`src/rtl/frame_pkg.sv`:
```
// Constants and state encoding shared by the frame builder, the aligner and the scoreboard.
package frame_pkg;

  localparam logic [7:0] HEAD1_LO = 8'hAA;
  localparam logic [7:0] HEAD1_HI = 8'hAF;
  localparam logic [7:0] HEAD2_LO = 8'h55;
  localparam logic [7:0] HEAD2_HI = 8'hBA;

  localparam int PAYLOAD_LEN = 10;
  localparam int FRAME_LEN   = 12;

  typedef enum logic [1:0] {
    IDLE    = 2'd0,
    HDR_LO  = 2'd1,
    HDR_HI  = 2'd2,
    PAYLOAD = 2'd3
  } frame_state_e;

  function automatic logic [7:0] hdr_lo_byte(input logic sel);
    return sel ? HEAD2_LO : HEAD1_LO;
  endfunction

  // A corrupted header keeps the valid low byte so the aligner sees a near-miss.
  function automatic logic [7:0] hdr_hi_byte(input logic sel, input logic corrupt);
    if (corrupt) begin
      return 8'h00;
    end
    return sel ? HEAD2_HI : HEAD1_HI;
  endfunction

endpackage

```
`src/rtl/frame_tx_fifo.sv`:
```
// Payload buffer for the frame builder: synchronous FIFO with a registered
// occupancy count and a registered ready flag (low while in reset).
module frame_tx_fifo #(
  parameter int DEPTH = 16
) (
  input  logic                     clk,
  input  logic                     reset,
  input  logic [7:0]               wr_data_i,
  input  logic                     push_i,
  input  logic                     pop_i,
  output logic [7:0]               rd_data_o,
  output logic [$clog2(DEPTH):0]   count_o,
  output logic                     ready_o
);

  localparam int PTR_W = $clog2(DEPTH);
  localparam int CNT_W = PTR_W + 1;
  localparam logic [CNT_W-1:0] DEPTH_CNT = CNT_W'(DEPTH);

  logic [7:0]       mem_q [DEPTH];
  logic [PTR_W-1:0] wr_ptr_q, wr_ptr_d;
  logic [PTR_W-1:0] rd_ptr_q, rd_ptr_d;
  logic [CNT_W-1:0] count_q, count_d;
  logic             ready_q, ready_d;
  logic             do_push, do_pop;

  assign do_push = push_i && ready_q;
  assign do_pop  = pop_i && (count_q != '0);

  always_comb begin
    wr_ptr_d = wr_ptr_q;
    rd_ptr_d = rd_ptr_q;
    count_d  = count_q;
    if (do_push) begin
      wr_ptr_d = wr_ptr_q + 1'b1;
    end
    if (do_pop) begin
      rd_ptr_d = rd_ptr_q + 1'b1;
    end
    case ({do_push, do_pop})
      2'b10:   count_d = count_q + 1'b1;
      2'b01:   count_d = count_q - 1'b1;
      default: count_d = count_q;
    endcase
    // Tracks the registered count, so a pop never frees a slot in its own cycle.
    ready_d = (count_d < DEPTH_CNT);
  end

  always_ff @(posedge clk or posedge reset) begin
    if (reset) begin
      wr_ptr_q <= '0;
      rd_ptr_q <= '0;
      count_q  <= '0;
      ready_q  <= 1'b0;
    end else begin
      wr_ptr_q <= wr_ptr_d;
      rd_ptr_q <= rd_ptr_d;
      count_q  <= count_d;
      ready_q  <= ready_d;
    end
  end

  always_ff @(posedge clk) begin
    if (do_push) begin
      mem_q[wr_ptr_q] <= wr_data_i;
    end
  end

  assign rd_data_o = mem_q[rd_ptr_q];
  assign count_o   = count_q;
  assign ready_o   = ready_q;

endmodule

```
`src/rtl/frame_builder.sv`:
```
// Byte-stream framer: wraps every 10 buffered payload bytes in a 2-byte header
// and drives one byte per clock toward the aligner.
//   state   | meaning
//   IDLE    | idle byte on the lane, waiting for a full payload
//   HDR_LO  | header low byte on the lane
//   HDR_HI  | header high byte (or 00 if corrupted) on the lane
//   PAYLOAD | payload byte tx_byte_pos-2 on the lane
module frame_builder
  import frame_pkg::*;
#(
  parameter int         FIFO_DEPTH = 16,
  parameter logic [7:0] IDLE_BYTE  = 8'h00
) (
  input  logic       clk,
  input  logic       reset,
  input  logic [7:0] s_data,
  input  logic       s_valid,
  output logic       s_ready,
  input  logic       hdr_sel,
  input  logic       corrupt_hdr,
  output logic [7:0] tx_data,
  output logic [3:0] tx_byte_pos,
  output logic       tx_in_frame,
  output logic       fr_start
);

  localparam int CNT_W = $clog2(FIFO_DEPTH) + 1;
  localparam logic [CNT_W-1:0] START_CNT = CNT_W'(PAYLOAD_LEN);
  localparam logic [3:0]       LAST_POS  = 4'(FRAME_LEN - 1);

  frame_state_e     state_q, state_d;
  logic [7:0]       tx_data_q, tx_data_d;
  logic [3:0]       pos_q, pos_d;
  logic             in_frame_q, in_frame_d;
  logic             fr_start_q, fr_start_d;
  logic             sel_q, corrupt_q;
  logic             begin_frame;
  logic             fifo_pop;
  logic [7:0]       fifo_head;
  logic [CNT_W-1:0] fifo_count;
  logic             fifo_ready;
  logic             payload_ready;

  frame_tx_fifo #(
    .DEPTH(FIFO_DEPTH)
  ) u_fifo (
    .clk       (clk),
    .reset     (reset),
    .wr_data_i (s_data),
    .push_i    (s_valid),
    .pop_i     (fifo_pop),
    .rd_data_o (fifo_head),
    .count_o   (fifo_count),
    .ready_o   (fifo_ready)
  );

  assign payload_ready = (fifo_count >= START_CNT);

  // Outputs are computed for the next cycle and registered, so a start
  // decision taken this cycle puts the header low byte on the lane next cycle.
  always_comb begin
    state_d     = state_q;
    tx_data_d   = IDLE_BYTE;
    pos_d       = '0;
    in_frame_d  = 1'b0;
    fr_start_d  = 1'b0;
    fifo_pop    = 1'b0;
    begin_frame = 1'b0;

    unique case (state_q)
      IDLE: begin
        begin_frame = payload_ready;
      end
      HDR_LO: begin
        state_d    = HDR_HI;
        tx_data_d  = hdr_hi_byte(sel_q, corrupt_q);
        pos_d      = 4'd1;
        in_frame_d = 1'b1;
      end
      HDR_HI: begin
        state_d    = PAYLOAD;
        tx_data_d  = fifo_head;
        pos_d      = 4'd2;
        in_frame_d = 1'b1;
        fifo_pop   = 1'b1;
      end
      PAYLOAD: begin
        if (pos_q == LAST_POS) begin
          state_d     = IDLE;
          begin_frame = payload_ready;
        end else begin
          tx_data_d  = fifo_head;
          pos_d      = pos_q + 4'd1;
          in_frame_d = 1'b1;
          fifo_pop   = 1'b1;
        end
      end
      default: begin
        state_d = IDLE;
      end
    endcase

    if (begin_frame) begin
      state_d    = HDR_LO;
      tx_data_d  = hdr_lo_byte(hdr_sel);
      pos_d      = '0;
      in_frame_d = 1'b1;
      fr_start_d = 1'b1;
    end
  end

  always_ff @(posedge clk or posedge reset) begin
    if (reset) begin
      state_q    <= IDLE;
      tx_data_q  <= IDLE_BYTE;
      pos_q      <= '0;
      in_frame_q <= 1'b0;
      fr_start_q <= 1'b0;
      sel_q      <= 1'b0;
      corrupt_q  <= 1'b0;
    end else begin
      state_q    <= state_d;
      tx_data_q  <= tx_data_d;
      pos_q      <= pos_d;
      in_frame_q <= in_frame_d;
      fr_start_q <= fr_start_d;
      if (begin_frame) begin
        sel_q     <= hdr_sel;
        corrupt_q <= corrupt_hdr;
      end
    end
  end

  assign s_ready     = fifo_ready;
  assign tx_data     = tx_data_q;
  assign tx_byte_pos = pos_q;
  assign tx_in_frame = in_frame_q;
  assign fr_start    = fr_start_q;

endmodule

```
`config.mk`:
```
export PLATFORM = sky130hd
export DESIGN_NAME = frame_builder
export DESIGN_NICKNAME = d
export VERILOG_FILES = /design/src/rtl/frame_pkg.sv /design/src/rtl/frame_tx_fifo.sv /design/src/rtl/frame_builder.sv
export SDC_FILE = /design/constraint.sdc
export NUM_CORES = 1
export LEC_CHECK = 0
export ABC_CLOCK_PERIOD_IN_PS = 6700
export BUFFER_PORTS_ARGS = -buffer_cell sky130_fd_sc_hd__buf_2
export CAP_MARGIN = 20
export CORE_ASPECT_RATIO = 1.25
export CORE_MARGIN = 5
export CORE_UTILIZATION = 60
export DETAILED_ROUTE_END_ITERATION = 10
export GPL_TIMING_DRIVEN = 1
export PLACE_DENSITY = 0.78
export SETUP_SLACK_MARGIN = 0.15
export SLEW_MARGIN = 20
export SYNTH_ARGS = -nofsm -noshare
export SYNTH_HDL_FRONTEND = slang
export SYNTH_SLANG_ARGS = --single-unit
```
`constraint.sdc`:
```
create_clock -name clk -period 6.7 [get_ports clk]
set_input_delay 1.005 -clock clk [delete_from_list [all_inputs] [get_ports clk]]
set_output_delay 1.005 -clock clk [all_outputs]
set_load 0.02 [all_outputs]
```
==> summary.md, run 1 <==
| Metric | Value |
|---|---|
| H-tree depth | 4 |
| Hold buffer count at CTS | 0 |
| Clk_lat worst skew | 0.42 ns |
| Post-CTS Setup Bufs | 0 |
| ANT nets after route | 0 |
| Worst Hold Depth | 2 |
| Fin crit share | 44.5% |
| Max cap viols | 0 |
| DRC violations left | 0 |
| Yosys reg bits | 160 |
| Total of warnings raised by yosys | 0 |
| Relative slew slack | 35.0% |
| Hold Path Sink | corrupt_q$_DFFE_PP0P_ |
| Sum of negative setup slack | 0 ns |
| Syn_area_per_cell | 18.1 µm² |
| Pwr Density | 457 mW/mm² |
| Area of placed instances | 0.00691 mm² |
| Detailed placement HPWL | 7.96 mm |
| Total Die Area | 0.0133 mm² |
| RSZ-0062 raised after global routing | no |
| Reg2reg end | u_fifo.ready_o$_DFF_PP0_ |
| Area of the multi-input gates | 0.00187 mm² |
| Drt wl/cell | 22.9 µm |
| Commonest non-fill, non-tap cells in the layout | edfxtp_1, dfrtp_1, buf_2 |
| Via density | 6.14 |
| Clock transition at path regs | 0.06 ns |
| Critical Path, Cell by Cell | ha_1 -> nand3b_1 -> a21oi_1 -> nor2_1 -> ha_1 -> fa_1 -> a21o_1 -> a21oi_1 -> mux2i_1 -> xor2_1 |
| Die Y | 128 µm |
| Initial antenna violation count | 0 |
| Mapped Cells | 368 |
| Post-cts resize count | 0 |
| Worst r2r src | tx_byte_pos[0]$_DFF_PP0_ |
| Starting Density | 60.6% |
| GR Overflow Total | 0 |
| CTS root buf | clkbuf_16 |
| Final GP Congestion | 0.842 |
| Outcome | completed |
| Delay-heaviest family, CP | adder cells |
| Peak Freq | 0.335 GHz |
| FF+latch area | 0.00465 mm² |
| Crit start category | flip-flop |
| Met2 WL | 6.68 mm |
| CTS Buf Count | 17 |
| Layout area overhead | 13.5% |
| Largest net degree at the start of global routing | 35 |
| Ant diodes | 0 |
| Final net count | 434 |
| IO Count | 28 |
| Reg power frac | 39.4% |
| Sink count of the clock tree | 160 |
| DR vias | 3392 |
| Comb pwr share | 30.4% |
| Critical path peak fanout | 6 |
| Critical Path AT | 3.32 ns |
| Vias in the first global route | 3571 |
| Max layer used | met4 |
| Commonest non-fill, non-tap cell in the layout | edfxtp_1 |
| CTS max path bufs | 2 |
| Syn_nets | 398 |
| Critical path class | reg -> reg |
| Reg2reg setup slack | 3.72 ns |
| I/O Buffers | 27 |
| Met3 WL | 828 µm |
| Final critical-path required period | 2.98 ns |
| Setup violations, final | 0 |
| CP max stage cell | fa_1 |
| Row count | 43 |
| Final hold vios | 0 |
| Yosys cell types | 38 |
| First-pass GRT wire length | 19.9 mm |
| Cell Int Power | 2380 µW |
| Cell area after synthesis | 0.00665 mm² |
| Seq/Total Area, Yosys | 69.8% |
| Leak | 0.00277 µW |
| Hold/Removal Path Class | reg -> reg |
| Drt total wl | 12.6 mm |
| Total GRT Usage | 20.3% |
| Number of DRC markers in iteration 0 | 293 |
| WL met1 | 4.71 mm |
| Worst setup EP type | flip-flop |
| R2R depth | 10 |
| Core Region | 0.0110 mm² |
| Finished Cell Area | 0.00755 mm² |
| Max IR drop VDD | 222 µV |
| Worst Path Required | 7.04 ns |
| Max Clock Skew | 0.00819 ns |
| Share of cells above drive strength 1 | 22.3% |
| Hold_ws | 0.496 ns |
| Switching share of power | 31.1% |
| Slew @ Worst Pin | 0.975 ns |
| Pre-Repair DR Iteration Count | 4 |
| Fillers | 708 |
| Buf+Inv Stages, Crit Path | 0 |
| Sw Pwr | 1070 µW |
| DIE WIDTH | 104 µm |
| Clk pwr share | 30.2% |
| Slew Limit Fails | 0 |
| Max stage delay on crit path | 0.43 ns |
| Hold Path Origin | corrupt_q$_DFFE_PP0P_ |
| CTS tree | yes |
[cell usage after synthesis]
library cell / n / area, µm²
a2111o_1: 1 / 11.3
a211oi_1: 1 / 7.51
a21o_1: 2 / 15.0
a21oi_1: 6 / 30.0
and2_1: 1 / 6.26
buf_2: 5 / 25.0
buf_4: 2 / 15.0
buf_6: 3 / 33.8
clkbuf_1: 7 / 26.3
dfrtp_1: 32 / 801
edfxtp_1: 128 / 3840
fa_1: 1 / 20.0
ha_1: 16 / 200
inv_1: 9 / 33.8
mux2_2: 10 / 113
mux2i_1: 10 / 100
mux2i_4: 1 / 22.5
mux4_1: 16 / 420
mux4_2: 16 / 360
nand2_1: 19 / 71.3
nand2b_1: 4 / 25.0
nand3_1: 12 / 60.1
nand3b_1: 1 / 7.51
nand4_1: 2 / 12.5
nand4b_1: 1 / 8.76
nor2_1: 20 / 75.1
nor2b_1: 1 / 6.26
nor3_1: 10 / 50.1
nor3b_1: 1 / 7.51
nor4_2: 1 / 12.5
nor4b_1: 2 / 17.5
nor4bb_1: 1 / 10.0
o211ai_1: 7 / 52.6
o21a_1: 1 / 7.51
o21ai_0: 4 / 20.0
o221ai_1: 1 / 8.76
xnor2_1: 7 / 61.3
xor2_1: 6 / 52.6
[worst min-delay path, delay by kind of cell (launching register included)]
kind	cells	cell delay [ns]
flops	1	0.35
simple gates	2	0.11
[registers in the layout, indices dropped and copies added, names as in the netlist, named ones only]
| register | cells |
|---|---|
| tx_byte_pos | 4 |
| corrupt_q | 1 |
| u_fifo.count_o | 4 |
| tx_in_frame | 1 |
| state_q | 2 |
| u_fifo.ready_o | 1 |
| tx_data | 8 |
| u_fifo.rd_ptr_q | 4 |
| u_fifo.wr_ptr_q | 4 |
| u_fifo.mem_q | 128 |
| fr_start | 1 |
| sel_q | 1 |
[per-stage QoR]
step           utilization (%)  total power, µW  setup slack (ns)  std cells
2_1_floorplan                -             2180              3.76        368
3_3_place_gp              63.0             2390              3.67        520
3_5_place_dp              63.0             2440              3.57        520
4_1_cts                   68.8             3480              3.70        552
5_1_grt                   68.8             3630              3.48        552
6_report                  68.8             3450              3.72        552
[worst max path at each step]
stage,end,startpoint,depth (start not counted)
detailed placement,u_fifo.ready_o$_DFF_PP0_,s_valid,9
CTS,u_fifo.ready_o$_DFF_PP0_,tx_byte_pos[0]$_DFF_PP0_,10
finish,u_fifo.ready_o$_DFF_PP0_,tx_byte_pos[0]$_DFF_PP0_,10
global route,u_fifo.ready_o$_DFF_PP0_,flip-flop,9
global placement,u_fifo.ready_o$_DFF_PP0_,s_valid,9
floorplan,u_fifo.ready_o$_DFF_PP0_,s_valid,9
[kinds of logic (layout without fill, tap and decap cells)]
family                   Yosys count  in the layout  share of synthesized area [%]
AND/OR/NAND/NOR                   76             76                           5.57
AO/OA/AOI/OAI                     23             23                           2.30
buffers and inverters             26             75                           2.01
XOR/XNOR                          13             13                           1.71
flip-flops                       160            160                           69.8
adder cells (fa/ha/maj)           17             17                           3.31
multiplexers                      53             53                           15.3
[cell type report]
cell class	instances	share of cell area, %
sequential	160	61.5
multi-input combinational	182	24.8
clock buffer	18	5.68
clock inverter	14	2.82
timing repair buffer	34	2.49
tap	135	2.24
inverter	9	0.447
[per-layer routing]
layer,up-vias,track usage [%]
li1,1516,-
met1,1710,23.8
met2,138,36.1
met3,28,4.28
met4,0,9.30
met5,-,0
[power groups by stage]
stage                     clock network (µW)  registers (µW)  logic, µW
after floorplan                            0            1340        834
after global placement                     0            1370       1020
after detailed placement                   0            1380       1060
after CTS                               1050            1360       1070
after global routing                    1100            1380       1150
final                                   1040            1360       1050
Note: power is estimated with default switching activity, not from simulation.
==> run 2: changes to the inputs <==
Settings changed: ABC_CLOCK_PERIOD_IN_PS 6700 to 2600, CORE_UTILIZATION 60 to 55, PLACE_DENSITY 0.78 to 0.75.
Clock period 6.7 ns to 2.6 ns, I/O delays scaled along.
==> summary.md, run 2 (synthesis results as in run 1) <==
| Metric | Value |
|---|---|
| Comb pwr share | 35.0% (+4.6 points) |
| GR Overflow Total | 0 (unchanged) |
| ANT nets after route | 0 (unchanged) |
| Sink count of the clock tree | 160 (unchanged) |
| Drt wl/cell | 21.3 µm (-7.0%) |
| Detailed placement HPWL | 8.24 mm (+3.6%) |
| Tot Pwr | 9160 µW (+170%) |
| Vias in the first global route | 3694 (+3.4%) |
| Reg power frac | 37.4% (-2.0 points) |
| Final net count | 463 (+6.7%) |
| Clock transition at path regs | 0.07 ns (about the same) |
| Top reg by flops | u_fifo.mem_q |
| RSZ-0062 raised after global routing | yes |
| Layout area overhead | 18.1% |
| Final GP Congestion | 0.830 (-1.5%) |
| Commonest non-fill, non-tap cells in the layout | edfxtp_1, buf_4, dfrtp_1 |
| Row count | 45 (+4.7%) |
| IO Count | 28 (unchanged) |
| Share of cells above drive strength 1 | 30.3% (+8.0 points) |
| Total Die Area | 0.0144 mm² (+8.3%) |
| Total GRT Usage | 19.7% (-0.67 points) |
| Sw Pwr | 2920 µW (+170%) |
| Clk pwr share | 27.6% (-2.6 points) |
| First-pass GRT wire length | 20.6 mm (+3.1%) |
| Slew Limit Fails | 0 (unchanged) |
| Cell Int Power | 6240 µW (+160%) |
| Max IR drop VDD | 577 µV (+160%) |
| Die Y | 133 µm (+4.1%) |
| Critical path class | reg -> reg |
| Number of DRC markers in iteration 0 | 292 (-0.34%) |
| CTS Buf Count | 17 (unchanged) |
| Hold_ws | 0.0576 ns (-0.439 ns) |
| DIE WIDTH | 108 µm (+4.0%) |
| Pre-Repair DR Iteration Count | 4 (unchanged) |
| CTS tree | yes |
| Setup violations, final | 0 (unchanged) |
| Max cap viols | 0 (unchanged) |
| H-tree depth | 4 (unchanged) |
| Switching share of power | 31.9% (+0.85 points) |
| I/O Buffers | 27 (unchanged) |
| Largest net degree at the start of global routing | 35 (unchanged) |
| Max stage delay on crit path | 0.39 ns (-0.04 ns) |
| Starting Density | 55.5% (-5.1 points) |
| Worst Path Required | 2.94 ns (-4.10 ns) |
| DRC violations left | 0 (unchanged) |
| Commonest non-fill, non-tap cell in the layout | edfxtp_1 |
| DR vias | 3455 (+1.9%) |
| Slew @ Worst Pin | 0.652 ns (-0.323 ns) |
| Largest register FFs | 128 (unchanged) |
| Via density | 5.66 (-7.8%) |
| Dpl ws | 0.0618 ns (-3.51 ns) |
| Critical Path AT | 2.77 ns (-0.55 ns) |
| CP max stage cell | dfrtp_2 |
| Worst Slack Setup Final | 0.164 ns (-3.55 ns) |
| CTS root buf | clkbuf_16 |
| Ant diodes | 0 (unchanged) |
| Core Region | 0.0120 mm² (+9.3%) |
| Drt total wl | 13.0 mm (+2.8%) |
| Relative slew slack | 56.2% (+21 points) |
| Hold/Removal Path Class | in -> async |
| CTS max path bufs | 2 (unchanged) |
| Initial antenna violation count | 0 (unchanged) |
| Fin crit share | 93.7% (+49 points) |
| Critical path peak fanout | 6 (unchanged) |
| Pwr Density | 1170 mW/mm² (+160%) |
| Leak | 0.00291 µW (+5.0%) |
| Final hold vios | 0 (unchanged) |
| Fillers | 764 (+7.9%) |
| Sum of negative setup slack | 0 ns (unchanged) |
| Outcome | completed |
| Clk_lat worst skew | 0.42 ns (about the same) |
| Peak Freq | 0.410 GHz (+22%) |
| Finished Cell Area | 0.00786 mm² (+4.1%) |
| Worst setup EP type | flip-flop |
| Final critical-path required period | 2.44 ns (-0.547 ns) |
| Area of placed instances | 0.00714 mm² (+3.3%) |
| Critical Path, Cell by Cell | ha_4 -> nand3b_1 -> a21oi_2 -> nor2_4 -> ha_4 -> fa_2 -> a21o_1 -> a21oi_2 -> mux2i_2 -> xor2_1 |
| Crit start category | flip-flop |
| Max Clock Skew | 0.0130 ns (+0.00478 ns) |
-- run 2: cell types whose count changed in the layout (fill, tap and decap cells not counted), sizes merged --
| cell | previous run | this run |
|---|---|---|
| clkbuf | 18 | 17 |
| clkinvlp | 3 | 4 |
| clkinv | 4 | 3 |
| bufinv | 5 | 3 |
| buf | 34 | 63 |
| inv | 11 | 14 |
-- run 2: final timing paths --
| check | from | end | slack, ns | depth (start not counted) |
|---|---|---|---|---|
| setup / recovery | tx_byte_pos[1]$_DFF_PP0_ | u_fifo.ready_o$_DFF_PP0_ | 0.16 | 10 |
| hold / removal | reset | tx_byte_pos[3]$_DFF_PP0_ | 0.06 | 3 |
| setup reg to reg | tx_byte_pos[1]$_DFF_PP0_ | u_fifo.ready_o$_DFF_PP0_ | 0.16 | 10 |
| hold reg to reg | corrupt_q$_DFFE_PP0P_ | corrupt_q$_DFFE_PP0P_ | 0.46 | 2 |
| max in group asynchronous | reset | state_q[1]$_DFFE_PP0P_ | 2.23 | 3 |
| min in group clk | corrupt_hdr | corrupt_q$_DFFE_PP0P_ | 0.15 | 3 |
-- run 2: cell type report --
class / count / area (µm²) / area share [%]
timing repair buffer: 63 / 418 / 5.32
tap: 164 / 205 / 2.61
clock buffer: 17 / 425 / 5.41
clock inverter: 15 / 184 / 2.34
multi-input combinational: 182 / 1940 / 24.7
inverter: 9 / 33.8 / 0.430
sequential: 160 / 4650 / 59.2
-- run 2: worst max-delay path, delay by kind of cell, from the launching register on --
| kind | cells | cell delay, ns |
|---|---|---|
| muxes | 1 | 0.29 |
| xor gates and xnor gates | 1 | 0.17 |
| adders and majority gates | 3 | 0.72 |
| DFF | 1 | 0.39 |
| AOI/OAI and AO/OA | 3 | 0.59 |
| and+or+nand+nor | 2 | 0.19 |
-- run 2: layer usage --
metal	GRT usage (%)	part of all wire, %	vias up
met4	8.35	2.6	0
li1	-	-	1577
met1	24.1	39	1764
met2	33.7	54	91
met3	3.95	4.5	23
met5	0	0	-
-- run 2: timing repair --
| action | in CTS | in global routing |
|---|---|---|
| buffers inserted | 3 | 6 |
| gates resized for setup | 3 | 5 |
| endpoints found under the setup margin | 2 | 8 |
| pin swaps | 1 | 9 |
| hold buffers | 0 | 0 |
-- run 2: per-stage QoR --
stage,util (%),cells
floorplan,-,368
global placement,59.5,569
detailed placement,59.5,569
CTS,65.0,604
global route,65.5,610
finish,65.5,610
-- run 2: power by group through the flow --
stage	logic, µW	clock network, µW	registers (µW)
global placement	2910	0	3450
CTS	3110	2580	3430
detailed placement	2980	0	3480
finish	3200	2530	3430
floorplan	2180	0	3470
global route	3500	2690	3470
